**config.mk**
```make
export PLATFORM = sky130hd
export DESIGN_NAME = stopwatch_ctrl
export DESIGN_NICKNAME = d
export VERILOG_FILES = /design/src/rtl/stopwatch_ctrl.sv
export SDC_FILE = /design/constraint.sdc
export NUM_CORES = 1
export LEC_CHECK = 0
export CAP_MARGIN = 20
export CORE_AREA = 3 3 67 69
export CTS_CLUSTER_DIAMETER = 150
export CTS_CLUSTER_SIZE = 25
export DETAILED_ROUTE_END_ITERATION = 7
export DIE_AREA = 0 0 70 72
export SLEW_MARGIN = 0
export SYNTH_ARGS = -nofsm -noshare
export SYNTH_HDL_FRONTEND = slang
export SYNTH_SLANG_ARGS = --single-unit
```
**constraint.sdc**
```tcl
create_clock -name clk -period 2.5 [get_ports clk]
set_input_delay 0.75 -clock clk [delete_from_list [all_inputs] [get_ports clk]]
set_output_delay 0.75 -clock clk [all_outputs]
set_load 0.01 [all_outputs]
```
**src/rtl/stopwatch_ctrl.sv**
```systemverilog
// Stopwatch sequencing controller: prescales the system clock into 2 Hz / 1 Hz strobes
// and drives count enables, clear and blink for the seconds/minutes BCD counters.
module stopwatch_ctrl #(
  parameter int unsigned HALF_DIV = 50_000_000
) (
  input  logic clk,
  input  logic rst,
  input  logic pause_p,
  input  logic clr_p,
  input  logic adj,
  input  logic sel,
  input  logic sec_carry,
  output logic sec_en,
  output logic min_en,
  output logic cnt_clr,
  output logic blink,
  output logic running
);

  localparam int unsigned PC_W = (HALF_DIV > 1) ? $clog2(HALF_DIV) : 1;

  typedef enum logic [1:0] {
    PAUSED = 2'd0,
    RUN    = 2'd1,
    ADJUST = 2'd2
  } state_t;

  state_t          state;
  logic            run_f;
  logic [PC_W-1:0] pc;
  logic            phase;
  logic            t2;
  logic            t1;

  assign t2 = (pc == PC_W'(HALF_DIV - 1));
  assign t1 = t2 && phase;

  // Prescaler, mode FSM and registered outputs
  always_ff @(posedge clk) begin
    if (rst) begin
      state   <= PAUSED;
      run_f   <= 1'b0;
      pc      <= '0;
      phase   <= 1'b0;
      sec_en  <= 1'b0;
      min_en  <= 1'b0;
      cnt_clr <= 1'b0;
      blink   <= 1'b0;
      running <= 1'b0;
    end else begin
      sec_en  <= 1'b0;
      min_en  <= 1'b0;
      cnt_clr <= 1'b0;
      if (clr_p) begin
        // Clear restarts the timebase and drops any strobe landing in this cycle
        cnt_clr <= 1'b1;
        pc      <= '0;
        phase   <= 1'b0;
        run_f   <= 1'b0;
        blink   <= 1'b0;
        running <= 1'b0;
        state   <= adj ? ADJUST : PAUSED;
      end else begin
        pc <= t2 ? '0 : pc + PC_W'(1);
        if (t2) phase <= ~phase;
        case (state)
          PAUSED: begin
            if (adj) begin
              state <= ADJUST;
              if (pause_p) run_f <= ~run_f;
            end else if (pause_p) begin
              state   <= RUN;
              run_f   <= 1'b1;
              running <= 1'b1;
            end
          end
          RUN: begin
            // Strobe uses RUN rules even when leaving RUN this cycle
            if (t1) begin
              sec_en <= 1'b1;
              min_en <= sec_carry;
            end
            if (adj) begin
              state   <= ADJUST;
              running <= 1'b0;
              if (pause_p) run_f <= ~run_f;
            end else if (pause_p) begin
              state   <= PAUSED;
              run_f   <= 1'b0;
              running <= 1'b0;
            end
          end
          ADJUST: begin
            if (t2) begin
              sec_en <= sel;
              min_en <= ~sel;
              blink  <= ~blink;
            end
            if (pause_p) run_f <= ~run_f;
            if (!adj) begin
              blink <= 1'b0;
              if (run_f ^ pause_p) begin
                state   <= RUN;
                running <= 1'b1;
              end else begin
                state   <= PAUSED;
              end
            end
          end
          default: begin
            state   <= PAUSED;
            running <= 1'b0;
          end
        endcase
      end
    end
  end

endmodule

```
# Yosys cells after proc, flatten, opt, wreduce, memory -nomap -nowiden
# Index checks and enable logic that the tools add are counted.
# totals
wordCells	66
ff_bits	35
out_inout_bits	5
inputBits	7
# classes
n_bitwise	5
n_addsub	1
reduce_logical	9
muxes	29
eq_ne	13
# op_table
op	n
adder 26 x 1 -> 26 bit (second input constant)	1
equality test 26 bit (second input constant)	1
2-to-1 mux 1 bit	17
2-to-1 mux 2 bit	7
inequality test 3 bit (second input constant)	3
inequality test 2 bit (second input constant)	4
inequality test 4 bit (second input constant)	2
one-hot mux 1 bit (3 select lines)	2
one-hot mux 2 bit (3 select lines)	1
AND reduction 3 bit	2
AND reduction 5 bit	1
inverter 1 bit	4
one-hot mux 1 bit (2 select lines)	2
nonzero test 3 bit	1
OR reduction 3 bit	1
equality test 2 x 1 -> 1 bit (second input constant)	1
equality test 2 bit (second input constant)	1
zero test 2 bit	1
inequality test 2 x 1 -> 1 bit (second input constant)	1
AND reduction 2 bit	1
OR reduction 2 bit	1
logical AND 1 bit	1
XOR 1 bit	1

# Longest topological paths before layout
# depth
ltp_word	5
ltp_mapped	7
mapped_depth_nobuf	6

# Worst setup path before layout
# No wires, ideal clock.
# synth_path
kind	register to register
from	reg pc[0]
to	reg blink
t_arrival_ns	1.843
stages_incl_launch_ff	6
setup_time_ns	0.074
n_path_buf	0
period_less_slack_ns	1.917
slack_ns	0.583
required_ns	2.426
path_cell_list	dfxtp_1 ha_1 nand2_2 or4_4 or4_1 a31oi_1
# synth_between
elab_chain_len	3
# synth_rtl
element	line	source
from (decl)	30	logic [PC_W-1:0] pc;
from (signal assigned)	64	pc <= t2 ? '0 : pc + PC_W'(1);
equality test 26 bit	35	assign t2 = (pc == PC_W'(HALF_DIV - 1));
inequality test 2 x 1 -> 1 bit (no source line)	n/a	
AND reduction 2 bit (no source line)	n/a	
to (signal assigned)	97	blink <= ~blink;
to (decl)	16	output logic blink,
# No other way between the ends.
# A chain may end at the register's enable or synchronous reset.

# Final worst setup path
# Ends and elaborated chain as after synthesis.

==> summary.txt <==
Outcome
  • Status: finished clean

Floorplanning
  • Die span in y: 72 um
  • Die W: 70 um
  • Initial Utilization: 0.441
  • Die area: 5040 sq um
  • Core ar.: 3970 sq um
  • Top-Level Pins: 12
  • Row count: 23

Clocking
  • Cts bufs inserted: 5
  • CTS HTree Levels: 2
  • Worst-path clk slew: 0.07 ns
  • Clock buffer depth: 2
  • PostCTS Resize Cnt: 0
  • Clk_lat worst skew: 0.28 ns
  • CTS sink cnt: 35
  • CTS tree: yes
  • Root Driver: clkbuf_8
  • Hold Buf Count CTS: 0
  • Setup bufs post-CTS: 0

Yosys
  • Post-synth top area cell: dfxtp_1
  • Post-synth net total: 221
  • FF+latch count, synth: 35
  • Dominant cell by count in the synthesized netlist: dfxtp_1
  • Commonest cells in the netlist: 35 x dfxtp_1, 19 x nor2_1, 17 x a21oi_1
  • Synth area leaders: dfxtp_1 40%, xnor2_1 6.0%, a21oi_1 4.9%
  • Post-Syn Area: 1750 sq um
  • Avg Cell Area, Syn: 8.38 sq um
  • Distinct cells, synth: 42
  • Synth Warn #: 0
  • Share of the synthesized area in the top cell type: 0.400
  • Ys async rst share: 0
  • Synth Flop Type: dfxtp_1
  • Post-synth EDFFs: 0
  • Synth Instances: 209
  • Register area share after synthesis: 0.400

Power and ir drop
  • Peak VDD IR: 313 uV
  • Leakage: 0.614 nW
  • Cell Pwr Density: 547 nW/um^2

STA
  • Final period util: 0.823
  • RSZ-0062 raised after global routing: false
  • Final setup fails: 0
  • Fin Hold WS: 0.460 ns
  • Max Fclk: 486 MHz
  • Min Clock Period, post-route: 2.06 ns
  • Worst Max-Slew Pin Slew: 0.389 ns
  • Relative slew slack: 0.739
  • Clk_skew: 0.00575 ns
  • Final Hold Violating Endpoints: 0
  • Final Max Tran Viols: 0
  • Setup_tns: 0 ns

Final layout
  • Multi-input logic area: 976 sq um
  • Register area: 701 sq um
  • Layout cell share with drive strength beyond 1: 0.0773
  • Area delta synth->final: 14.2%
  • Antenna diode instance count: 0
  • # fillers: 382
  • Nets@finish: 231

Worst setup path
  • CP max FO: 6
  • Crit. End Element: register
  • CP Cell Sequence: ha_1, nand2_2, or4_4, or4_1, a31oi_1
  • Worst path arrival time: 2.27 ns
  • Capturing point of the worst reg2reg path: blink
  • Crit-path slowest cell: or4_4
  • CP max stage delay: 0.60 ns
  • Worst Path Required: 2.71 ns
  • CP startpoint kind: register
  • R2r startpoint: pc[0]
  • Crit path kind: reg2reg
  • R2r setup slk: 0.44 ns
  • Reg2reg path depth: 5

Min path
  • Hold Path Depth: 1
  • Hold_sp: pc[0]
  • Hold endpoint: pc[0]
  • Hold Path Class: reg2reg

Detailed routing
  • Vias per inst: 5.66
  • Antenna-violating nets left: 0
  • Final WL: 3800 um
  • Wire per inst: 14.1 um
  • TritonRoute pass-1 iters: 4
  • Via count: 1528
  • Initial DRC count: 67
  • # DRC: 0

GRT
  • GRT Util Overall: 0.158
  • Antenna violations before repair: 0
  • Number of global-route vias before repair: 1488
  • First-pass GRT wire length: 6560 um
  • Congestion Overflow GR: 0
  • Largest net degree at the start of global routing: 15

Job
  • Max_cap viols: 0

Placement
  • DP Wirelength: 2770 um
  • PortBufs: 11
  • GPL Wtd Cong: 0.855
critical path, delay by kind of cell, from the launching register on:
kind / cells / cell delay [ns]
simple gates: 3 / 1.21
compound gates: 1 / 0.16
fa+ha+maj: 1 / 0.26
flops: 1 / 0.37
worst max-delay path by stage:
stage	cells after the start	start	to	slack [ns]
after floorplan	5	pc[0]	blink	0.58
after global placement	4	adj	blink	0.39
after detailed placement	4	adj	blink	0.35
after CTS	5	pc[0]	blink	0.44
after global routing	5	pc[0]	blink	0.28
final	5	pc[0]	blink	0.44
power by group:
part	switching (mW)	internal, mW
logic	0.0409	0.0352
registers	0.00772	0.564
clock network	0.195	0.252
layout make-up:
cell class / count / share of cell area
clock buffer: 8 / 0.0501
sequential: 35 / 0.351
inverter: 7 / 0.0131
multi-input combinational: 156 / 0.488
timing repair buffer: 14 / 0.0664
tap: 50 / 0.0313
flip-flops by register name (all words and copies together), names as in the netlist:
| name | count |
|---|---|
| state | 2 |
| blink | 1 |
| run_f | 1 |
| min_en | 1 |
| sec_en | 1 |
| cnt_clr | 1 |
| running | 1 |
| pc | 26 |
| phase | 1 |
placed cells by master, fill, tap and decap left out, drive strengths merged, types with 6 or more instances in the layout:
cell type and count:
nor3 10, or3 8, nand2 12, nand4 7, o31ai 6, clkbuf 8, dfxtp 35, xnor2 12
a21oi 17, or4 8, o21ai 8, nand3 10, clkdlybuf4s50 11, nor2 19, inv 7
through the flow:
step / area, sq um / worst slack, ns / total power [mW] / util / instances
final: 2000 / 0.443 / 1.09 / 0.503 / 270
after global routing: 2000 / 0.278 / 1.14 / 0.503 / 270
after CTS: 2000 / 0.439 / 1.10 / 0.503 / 270
after detailed placement: 1900 / 0.347 / 0.660 / 0.478 / 262
after global placement: 1900 / 0.388 / 0.655 / 0.478 / 262
after floorplan: 1750 / 0.583 / 0.629 / - / 209
routing by layer:
metal / GRT usage / routed length, um / up-vias
li1: - / - / 774
met1: 0.185 / 1670 / 722
met2: 0.290 / 1980 / 30
met3: 0.0374 / 123 / 2
met4: 0.0404 / 17 / 0
met5: 0 / 0 / -
cells by family after synthesis:
kind of cell / Yosys count / synth area share
buffers and inverters: 18 / 0.0422
xor gates and xnor gates: 15 / 0.0751
muxes: 1 / 0.00572
AOI/OAI and AO/OA: 38 / 0.129
DFF: 35 / 0.400
adders and majority gates: 5 / 0.0357
and+or+nand+nor: 97 / 0.312
No activity file was read; power rests on OpenSTA's default activity.
==> RTL edit: new RTL, config.mk and constraints unchanged <==
Change the parameter `HALF_DIV` from 50_000_000 to 25_000_000.
--- a/src/rtl/stopwatch_ctrl.sv
+++ b/src/rtl/stopwatch_ctrl.sv
@@ -3,3 +3,3 @@
 module stopwatch_ctrl #(
-  parameter int unsigned HALF_DIV = 50_000_000
+  parameter int unsigned HALF_DIV = 25_000_000
 ) (
Behaviour: same outputs for any inputs over 10 cycles, from zero or initial values and one cycle with rst high; that may be too few to reach the edited logic, so the function may still have changed.
==> RTL edit against the unedited design <==
  * Via count fell by 2.0%
  * Sequential cell count fell by 1
  * Final area fell by 3.5%
  * Synthesized cell count fell by 5.7%
  * Die area did not move
  * Sequential power fell by 3%
  * Setup slack improved by 0.094 ns
  * First-iteration DRC count rose by 36%
  * Total power fell by 4.8%
  * Area after synthesis fell by 3.2%
  * Routed wire length fell by 4.4%
  * Clock power fell by 6.7%
  * Register-to-register slack improved by 0.11 ns
  * Count of clock-buffer cells in the layout fell by 1
  * Critical path type is now register to output port
  * Highest routed layer unchanged
==> RTL edit: results (changes against the unedited design) <==
metric	value	unit	change
regToRegSetupSlack	0.55	ns	+0.11 ns
nClkBuffers	7		-1
grt_max_degree	25		+10
placed_cell_area	1840	µm²	-3.2%
inv_count	5		-2
grtUsageMet2	0.228		-0.0619
vias	1497		-2.0%
slowest_delay	0.56	ns	-0.04 ns
use_met1	0.198		+0.0124
post-dp-hpwl	2510	µm	-9.3%
status	finished, final reports clean		
worst_slack	0.537	ns	+0.0938 ns
met1_length	1830	µm	+9.2%
grtUsageMet3	0.0499		+0.0125
finalWeightedCongestion	0.804		-5.9%
ir_drop	341	µV	+8.9%
met2_length	1590	µm	-20%
wl	3630	µm	-4.4%
synth_nets	209		-5.4%
wl_per_cell	14.0	µm	-0.31%
multiInputGateArea	957	µm²	-1.9%
synth.area.top_cells	dfxtp_1 40%, a21oi_1 5.0%, xor2_1 4.1%		
skew	0.00259	ns	-0.00316 ns
fillers	399		+4.5%
seq_cells	34		-2.9%
grt_pass1_wl	6040	µm	-8.0%
worst_pin_slew	0.392	ns	+0.00296 ns
fin_nets	220		-4.8%
p_leak	0.593	nW	-3.4%
grt.total_usage	0.147		-0.0106
synth.top_cells.by_count	34 x dfxtp_1, 18 x nor2_1, 17 x a21oi_1		
worst_ep_arrival_time	1.21	ns	-1.06 ns
pre_cts_ws	0.326	ns	-0.0210 ns
startpoint	blink$_SDFFE_PP0P_		
nNonClkBuffers	12		-2
path_max_fanout	4		-2
clkCellAreaFrac	0.0474		-0.00272
grt_pass1_vias	1341		-9.9%
dp.cells	251		-4.2%
multi_input_area_share	0.496		+0.00802
reg_top3	pc (25), state (2)		
hold_ws	0.468	ns	+0.00769 ns
layout.nonclk_buf_frac	0.0610		-0.00537
==> RTL edit: cell types whose count changed after synthesis, sizes merged, moves of 3 or more <==
| cell | before | now |
|---|---|---|
| buf | 6 | 1 |
| o21ai | 8 | 5 |
| o31ai | 6 | 9 |
| nor3 | 10 | 5 |
| xor2 | 3 | 8 |
| xnor2 | 12 | 6 |
==> RTL edit: logic make-up (layout without fill, tap and decap cells) <==
family,count (synthesis),after routing,synth area share
flip-flops,34,34,0.402
AND/OR/NAND/NOR,92,92,0.312
adder cells (fa/ha/maj),5,5,0.0369
XOR/XNOR,14,14,0.0724
buffers and inverters,13,25,0.0332
AO/OA/AOI/OAI,39,39,0.143
==> RTL edit: power breakdown <==
part | switching, mW | leakage [nW] | internal (mW) | total, mW
clock | 0.194 | 0.0482 | 0.222 | 0.416
combinational | 0.0372 | 0.270 | 0.0315 | 0.0687
sequential | 0.00782 | 0.275 | 0.548 | 0.556
total | 0.239 | 0.593 | 0.801 | 1.04
